==> src/rtl/port_stream_bridge.sv <==
// Peripheral end of one CPU I/O port pair. CPU port writes feed a TX FIFO that drains
// to a valid/ready stream, and an inbound stream fills an RX FIFO that the CPU reads.
module port_stream_bridge #(
  parameter int DEPTH = 8
) (
  input  logic        clk,
  input  logic        rst_n,
  input  logic [15:0] cpu_wr_data,
  input  logic [15:0] cpu_wr_ctrl,
  input  logic        cpu_inform_write,
  input  logic        cpu_inform_read,
  output logic [15:0] cpu_rd_data,
  output logic [15:0] cpu_rd_status,
  output logic [15:0] tx_data,
  output logic        tx_valid,
  input  logic        tx_ready,
  input  logic [15:0] rx_data,
  input  logic        rx_valid,
  output logic        rx_ready
);

  localparam int AW = (DEPTH > 1) ? $clog2(DEPTH) : 1;
  localparam int CW = $clog2(DEPTH) + 1;
  localparam logic [CW-1:0] FULL = CW'(DEPTH);

  logic [15:0]   tx_mem_q [DEPTH];
  logic [15:0]   tx_mem_d [DEPTH];
  logic [15:0]   rx_mem_q [DEPTH];
  logic [15:0]   rx_mem_d [DEPTH];
  logic [AW-1:0] tx_wptr_q, tx_wptr_d, tx_rptr_q, tx_rptr_d;
  logic [AW-1:0] rx_wptr_q, rx_wptr_d, rx_rptr_q, rx_rptr_d;
  logic [CW-1:0] tx_count_q, tx_count_d, rx_count_q, rx_count_d;
  logic          tx_ovf_q, tx_ovf_d, rx_unf_q, rx_unf_d;
  logic [15:0]   cpu_rd_data_q, cpu_rd_data_d;
  logic [15:0]   cpu_rd_status_q, cpu_rd_status_d;

  logic cmd, flush, clr_flags;
  logic tx_push_req, tx_push, tx_pop, tx_drop;
  logic rx_push, rx_pop, rx_under;

  // Only bits [2:0] of the control word carry meaning.
  logic unused_ctrl;
  assign unused_ctrl = ^cpu_wr_ctrl[15:3];

  always_comb begin
    cmd         = cpu_inform_write & cpu_wr_ctrl[0];
    flush       = cmd & cpu_wr_ctrl[2];
    clr_flags   = cmd & cpu_wr_ctrl[1];

    tx_pop      = (tx_count_q != '0) & tx_ready;
    tx_push_req = cpu_inform_write & ~cpu_wr_ctrl[0];
    tx_push     = tx_push_req & ((tx_count_q != FULL) | tx_pop);
    tx_drop     = tx_push_req & ~tx_push;

    rx_push     = rx_valid & (rx_count_q != FULL) & ~flush;
    rx_pop      = cpu_inform_read & (rx_count_q != '0);
    rx_under    = cpu_inform_read & (rx_count_q == '0);

    tx_mem_d   = tx_mem_q;
    rx_mem_d   = rx_mem_q;
    tx_wptr_d  = tx_wptr_q;
    tx_rptr_d  = tx_rptr_q;
    rx_wptr_d  = rx_wptr_q;
    rx_rptr_d  = rx_rptr_q;
    tx_count_d = tx_count_q;
    rx_count_d = rx_count_q;
    tx_ovf_d   = tx_ovf_q;
    rx_unf_d   = rx_unf_q;

    if (tx_push) begin
      tx_mem_d[tx_wptr_q] = cpu_wr_data;
      tx_wptr_d           = tx_wptr_q + AW'(1);
    end
    if (tx_pop) tx_rptr_d = tx_rptr_q + AW'(1);
    if (tx_push && !tx_pop)      tx_count_d = tx_count_q + CW'(1);
    else if (!tx_push && tx_pop) tx_count_d = tx_count_q - CW'(1);

    if (rx_push) begin
      rx_mem_d[rx_wptr_q] = rx_data;
      rx_wptr_d           = rx_wptr_q + AW'(1);
    end
    if (rx_pop) rx_rptr_d = rx_rptr_q + AW'(1);
    if (rx_push && !rx_pop)      rx_count_d = rx_count_q + CW'(1);
    else if (!rx_push && rx_pop) rx_count_d = rx_count_q - CW'(1);

    // A clear and a fresh event in the same cycle leave the flag set.
    if (clr_flags) begin
      tx_ovf_d = 1'b0;
      rx_unf_d = 1'b0;
    end
    if (tx_drop)  tx_ovf_d = 1'b1;
    if (rx_under) rx_unf_d = 1'b1;

    if (flush) begin
      tx_wptr_d  = '0;
      tx_rptr_d  = '0;
      rx_wptr_d  = '0;
      rx_rptr_d  = '0;
      tx_count_d = '0;
      rx_count_d = '0;
    end

    if (flush)                  cpu_rd_data_d = 16'h0000;
    else if (rx_count_d != '0)  cpu_rd_data_d = rx_mem_d[rx_rptr_d];
    else                        cpu_rd_data_d = cpu_rd_data_q;

    cpu_rd_status_d = {tx_ovf_d, rx_unf_d, (rx_count_d != '0), (tx_count_d == FULL),
                       6'(rx_count_d), 6'(tx_count_d)};
  end

  always_ff @(posedge clk or negedge rst_n) begin
    if (!rst_n) begin
      tx_mem_q        <= '{default: '0};
      rx_mem_q        <= '{default: '0};
      tx_wptr_q       <= '0;
      tx_rptr_q       <= '0;
      rx_wptr_q       <= '0;
      rx_rptr_q       <= '0;
      tx_count_q      <= '0;
      rx_count_q      <= '0;
      tx_ovf_q        <= 1'b0;
      rx_unf_q        <= 1'b0;
      cpu_rd_data_q   <= 16'h0000;
      cpu_rd_status_q <= 16'h0000;
    end else begin
      tx_mem_q        <= tx_mem_d;
      rx_mem_q        <= rx_mem_d;
      tx_wptr_q       <= tx_wptr_d;
      tx_rptr_q       <= tx_rptr_d;
      rx_wptr_q       <= rx_wptr_d;
      rx_rptr_q       <= rx_rptr_d;
      tx_count_q      <= tx_count_d;
      rx_count_q      <= rx_count_d;
      tx_ovf_q        <= tx_ovf_d;
      rx_unf_q        <= rx_unf_d;
      cpu_rd_data_q   <= cpu_rd_data_d;
      cpu_rd_status_q <= cpu_rd_status_d;
    end
  end

  assign cpu_rd_data   = cpu_rd_data_q;
  assign cpu_rd_status = cpu_rd_status_q;
  assign tx_valid      = (tx_count_q != '0);
  assign tx_data       = tx_mem_q[tx_rptr_q];
  assign rx_ready      = (rx_count_q != FULL);

endmodule

==> config.mk <==
export PLATFORM = sky130hd
export DESIGN_NAME = port_stream_bridge
export DESIGN_NICKNAME = d
export VERILOG_FILES = /design/src/rtl/port_stream_bridge.sv
export SDC_FILE = /design/constraint.sdc
export NUM_CORES = 1
export LEC_CHECK = 0
export ABC_CLOCK_PERIOD_IN_PS = 2600
export CORE_ASPECT_RATIO = 1.5
export CORE_MARGIN = 8
export CORE_UTILIZATION = 45
export DETAILED_ROUTE_END_ITERATION = 10
export PLACE_DENSITY_LB_ADDON = 0.3
export SYNTH_ARGS = -nofsm -noshare
export SYNTH_HDL_FRONTEND = slang
export SYNTH_SLANG_ARGS = --single-unit
==> constraint.sdc <==
create_clock -name clk -period 2.6 [get_ports clk]
set_input_delay 0.65 -clock clk [delete_from_list [all_inputs] [get_ports clk]]
set_output_delay 0.65 -clock clk [all_outputs]
set_load 0.02 [all_outputs]
# Yosys cells after proc, flatten, opt, wreduce, memory -nomap -nowiden
# Cells that the tools add are included.
[op_classes] n_lt_le_gt_ge=6 add_sub_neg=8 n_mux=33 reduce_logical=18 bitwise_logic=19 eq_ne=3
[op_table] operator="128-bit bitwise mux" count=2
[op_table] operator="128-bit two-way mux" count=1
[op_table] operator="16-bit two-way mux" count=8
[op_table] operator="16-bit binary-select mux with 3-bit select" count=2
[op_table] operator="16-bit demux with 3-bit select" count=2
[op_table] operator="3-bit two-way mux" count=8
[op_table] operator="4-bit two-way mux" count=6
[op_table] operator="4-bit greater-or-equal comparator, second input constant" count=4
[op_table] operator="3-bit NOT with 4-bit output" count=4
[op_table] operator="3-bit by 1-bit adder with 3-bit output, second input constant" count=4
[op_table] operator="4-bit nonzero test" count=3
[op_table] operator="1-bit AND" count=11
[op_table] operator="4-bit by 1-bit adder with 4-bit output, second input constant" count=2
[op_table] operator="4-bit by 1-bit less-than comparator with 1-bit output, second input constant" count=2
[op_table] operator="4-bit inequality test, second input constant" count=2
[op_table] operator="2-bit nonzero test" count=4
[op_table] operator="4-bit by 1-bit subtractor with 4-bit output, second input constant" count=2
[op_table] operator="1-bit logical AND" count=6
[op_table] operator="4-bit == test, second input constant" count=1
[op_table] operator="1-bit logical NOT" count=4
[op_table] operator="4-bit logical NOT" count=1
[op_table] operator="1-bit two-way mux" count=4
[op_table] operator="1-bit NOT" count=3
[op_table] operator="1-bit bitwise OR" count=1
[totals] word_cells=113 out_inout_bits=50 register_bits=306

# Depth between registers and ports, before layout
[logic_depth] word_depth=12 depth_mapped=12

# Least setup slack after synthesis
# OpenSTA, ideal clock, no wires.
[synth_path] path_type="register to register" start="register rx_count_q[0]" end="register cpu_rd_data_q[1], in the netlist cpu_rd_data[1]" setup_slack_ns=-0.255 stages_incl_launch_ff=12 arrival_time_ns=2.732 n_path_buf=1 setup_time_ns=0.123 required_time_ns=2.477 path_cell_list="dfrtp_1 > inv_1 > ha_1 > and3b_4 > inv_1 > o211ai_1 > o22ai_1 > mux2i_1 > a211o_1 > clkbuf_1 > o211ai_1 > o221a_2"
[synth_between] elab_chain_len=10 elab_cells_between_ends=25 classes_between="add/sub (2); eq/ne (1); mux (11); bitwise (4); reduce/logical (7)"
[synth_lines] element="start: declaration" line_no="32" rtl="logic [CW-1:0] tx_count_q, tx_count_d, rx_count_q, rx_count_d;"
[synth_lines] element="start signal: assignment" line_no="133" rtl="rx_count_q <= rx_count_d;"
[synth_lines] element="4-bit inequality test (*)"
[synth_lines] element="named net rx_ready" line_no="19" rtl="output logic rx_ready"
[synth_lines] element="1-bit AND (*) (2 in a row)" line_no="55" rtl="rx_push = rx_valid & (rx_count_q != FULL) & ~flush;"
[synth_lines] element="1-bit logical NOT" line_no="84" rtl="else if (!rx_push && rx_pop) rx_count_d = rx_count_q - CW'(1);"
[synth_lines] element="1-bit logical AND" line_no="84"
[synth_lines] element="4-bit two-way mux" line_no="84"
[synth_lines] element="4-bit two-way mux (*)" line_no="83" rtl="if (rx_push && !rx_pop) rx_count_d = rx_count_q + CW'(1);"
[synth_lines] element="4-bit two-way mux (*)" line_no="94" rtl="if (flush) begin"
[synth_lines] element="named net cpu_rd_status_d[8]" line_no="35" rtl="logic [15:0] cpu_rd_status_q, cpu_rd_status_d;"
[synth_lines] element="4-bit nonzero test (*)" line_no="104" rtl="else if (rx_count_d != '0) cpu_rd_data_d = rx_mem_d[rx_rptr_d];"
[synth_lines] element="2-bit nonzero test (no source line) (*)"
[synth_lines] element="end signal: assignment" line_no="136" rtl="cpu_rd_data_q <= cpu_rd_data_d;"
[synth_lines] element="end: declaration" line_no="34" rtl="logic [15:0] cpu_rd_data_q, cpu_rd_data_d;"
# The timed path passes the listed nets; every way through them passes the cells marked *. The select of a mux whose other input is x is not followed.
# A chain may end at the register's enable or synchronous reset.

# Worst setup path after layout
[layout_path] start="register tx_rptr_q[0]" end="output port tx_data[4]"
[layout_between] elab_chain_len=4
[layout_lines] element="start: declaration" line_no="30" rtl="logic [AW-1:0] tx_wptr_q, tx_wptr_d, tx_rptr_q, tx_rptr_d;"
[layout_lines] element="start signal: assignment" line_no="129" rtl="tx_rptr_q <= tx_rptr_d;"
[layout_lines] element="3-bit NOT with 4-bit output (implied by the code)" line_no="144" rtl="assign tx_data = tx_mem_q[tx_rptr_q];"
[layout_lines] element="16-bit binary-select mux with 3-bit select" line_no="144"
[layout_lines] element="16-bit two-way mux (implied by the code) (2 in a row)" line_no="144"
[layout_lines] element="end: declaration" line_no="14" rtl="output logic [15:0] tx_data,"
# No other way between the ends. The select of a mux whose other input is x is not followed.

==> results.toml <==
[cts]
h-tree-depth = 1
cts_root_buffer = "clkbuf_16"
cts_tree = "done"
cts.path.max_buffers = 3
clk_pin_slew_ns = 0.06
clk_latency_ns = 0.56
cts-hold-fix-buffers = 0
numCtsBuffers = 30
clock_sinks = 296

[setup_path]
cp.required_ns = 1.95
crit_start = "tx_rptr_q[0]$_DFFE_PN0P_"
cp-end-kind = "output port"
cp.arrival_ns = 2.22
crit_chain = "buf_6, clkbuf_16, mux4_2, mux2_4, buf_6"
ff2ff_path_depth = 13
r2r_end = "cpu_rd_data[4]$_DFFE_PN0P_"
worst-path-max-fanout = 5
timing.rr.start = "rx_count_q[0]$_DFF_PN0_"
critPathMaxStageDelay_ns = 0.48
reg2reg_setup_slack_ns = -0.13
crit_top_cell = "buf_6"
crit_type = "register to output port"
critPathSlowestCell = "mux4_2"
start_kind = "register"

[pwr]
pwr-share-seq_pct = 33.0
power.switching_uw = 7770
pwr-share-comb_pct = 48.4
ir_drop_uv = 908
p_clk_share_pct = 18.6
p_per_area_mw_per_mm2 = 1320
power.leakage_uw = 0.00785
intPower_uw = 15600
swShare_pct = 33.2

[outcome]
status = "finished, violations left"
violations = "setup timing"

[die]
fp.dieArea_sq_mm = 0.0367
io-pin-count = 104
rows = 78
coreArea_sq_mm = 0.0303
fp.dieH_microns = 231
dieWidth_microns = 159
start_util_pct = 45.7

[cells_and_area]
utilization_pct = 58.5
area_growth_pct = 28.1
drive_gt1_share_pct = 45.9
seq_area_sq_mm = 0.00741
multi_input_area_sq_mm = 0.00629
nFillCells = 2355
final_nets = 1218

[synth]
avgSynthCellArea_sq_um = 14.1
syn_inst = 980
synthFlopType = "dfrtp_1"
ys_ff_latch = 296
synth_top_family_by_area = "multiplexers"
synth_mux_area_share_pct = 29.2
synth_xor_area_share_pct = 0.688
syn-cell-area_sq_mm = 0.0138
synth-compound-area-share_pct = 9.42
ys_warn_count = 0
yosys-top-cells-area = "dfrtp_1 (54%), mux2_2 (21%), mux4_2 (5.2%), o211ai_1 (3.5%), a211o_1 (3.0%)"
synth-async-reset-ratio_pct = 100
yosys.area_share.adder_pct = 0.725
seq_area_frac_synth_pct = 53.6
yosys.area.top_type_share_pct = 53.6
synth_edf_count = 0
yosys.area.top_type = "dfrtp_1"
ys_types = 53
synth-simple-area-share_pct = 3.60

[sta]
rsz0062_at_grt = "true"
whs_ns = 0.0224
drv_slew = 0
finClkSkew_ns = 0.0133
setup_ws_ns = -0.273
finalCritPeriodShare_pct = 111
final-setup-viol-count = 32
final-hold-violation-count = 0
fin_crit_ns = 2.87
fmax_mhz = 348

[route]
drc = 0
via_count = 9120
drtAntennaViolNets = 0
vias_per_cell = 5.78
drt_iter0_drc = 364
avgRoutedWirePerCell_microns = 22.6
wl_mm = 35.7
drt-pass1-iter-count = 5

[global_routing]
grt_pass1_vias = 9813
grt_use_total_pct = 19.3
grt_pass1_wl_mm = 56.5
grt_max_degree = 76
grt_overflow = 0
antenna_found_initial = 1

[worst_hold_path]
hp-class = "input port to asynchronous set/reset pin"

[place]
hpwl_mm = 22.0
place_congestion = 0.770
io_buffers = 86

[flow_run]
drv_cap = 0
-- metrics by stage --
| stage | instances | cell area [sq um] | total power (uW) | TNS (ns) | setup WS (ns) |
|---|---|---|---|---|---|
| 2_1_floorplan | 983 | 13900 | 14300 | -0.00741 | -0.00741 |
| 3_3_place_gp | 1490 | 16000 | 17600 | -49.13 | -0.627 |
| 3_5_place_dp | 1490 | 16000 | 17900 | -49.87 | -0.657 |
| 4_1_cts | 1572 | 17500 | 23200 | -5.82 | -0.303 |
| 5_1_grt | 1578 | 17700 | 24700 | -7.62 | -0.310 |
| 6_report | 1578 | 17700 | 23400 | -5.16 | -0.273 |
-- registers in the layout, indices dropped and copies added (netlist names) --
signal,cells
rx_rptr_q,3
tx_rptr_q,3
rx_mem_q,128
cpu_rd_status,6
rx_count_q,3
rx_wptr_q,3
tx_wptr_q,3
tx_count_q,3
cpu_rd_data,16
tx_mem_q,128
-- power by group through the flow --
stage,clock [uW],sequential [uW],combinational [uW]
after floorplan,0,7640,6640
after global placement,0,7670,9970
after detailed placement,0,7760,10200
after CTS,4450,7700,11000
after global routing,4640,7960,12100
final,4350,7730,11300
-- cell families after synthesis --
logic type,after synthesis
AND/OR/NAND/NOR,86
buffers and inverters,88
flip-flops,296
XOR/XNOR,10
AO/OA/AOI/OAI,166
multiplexers,325
other,1
adder cells (fa/ha/maj),8
-- critical path: cells and delay by family (launching register included) --
family / cells / cell delay, ns
buffers and inverters: 3 / 0.45
muxes: 2 / 0.78
DFF: 1 / 0.44
-- what timing repair did --
action / in CTS / in global routing
pin swaps: 12 / 29
gates cloned: 7 / 1
gates resized for setup: 122 / 44
buffers inserted: 23 / 8
setup endpoints to repair: 30 / 33
-- worst max path at each step --
stage,slack [ns],depth (start not counted),to
2_1_floorplan,-0.007,11,cpu_rd_data[15]$_DFFE_PN0P_
3_3_place_gp,-0.63,9,cpu_rd_data[12]$_DFFE_PN0P_
3_5_place_dp,-0.66,9,cpu_rd_data[13]$_DFFE_PN0P_
4_1_cts,-0.30,5,tx_data[4]
5_1_grt,-0.31,5,tx_data[2]
6_report,-0.27,5,tx_data[4]
-- routing by layer --
metal,track usage [%],part of all wire (%)
met4,7.81,3.3
met2,34.0,52
met5,0,0
met1,23.1,40
met3,3.31,4.8
-- final cells by class --
cell class	instances	area share, %
inverter	12	0.276
clock buffer	43	5.09
timing repair buffer	216	13.8
clock inverter	10	0.594
tap	400	2.83
multi-input combinational	600	35.6
antenna	1	0.0141
sequential	296	41.9
-- cells in the mapped netlist (2+ instances only) --
cell type and instances:
dfrtp_1 296, mux2_2 262, o211ai_1 65, a211o_1 48, clkbuf_1 47, mux4_2 32
a21oi_1 21, mux2i_1 21, nand2_1 21, nor2_1 18, buf_1 12, nand3_1 12
inv_1 11, mux2_4 10, o221a_1 10, buf_2 9, ha_1 8, o21ai_0 8
buf_4 6, o221a_2 6, nand2b_1 5, xnor2_1 5, nand4_2 4, nor2b_1 4
xor2_1 4, and2_1 3, buf_6 2, nand3b_1 2, nor3b_1 2, nor3b_2 2
o22ai_1 2
-- cell usage in the layout, fill, tap and decap left out, types with 7 or more instances in the layout --
master and n:
clkbuf_16 32, clkbuf_8 8, mux2_4 31, mux2_2 241, ha_1 7, o221a_1 10
o211ai_1 65, buf_6 30, mux4_2 32, dfrtp_1 293, buf_4 76, a21oi_1 20
clkdlybuf4s50_1 67, a211o_1 47, o21ai_0 7, buf_12 34, nor2_1 18, nand3_1 11
inv_1 7, nand2_1 21, mux2i_1 20
Power figures use the tool's default switching activity.
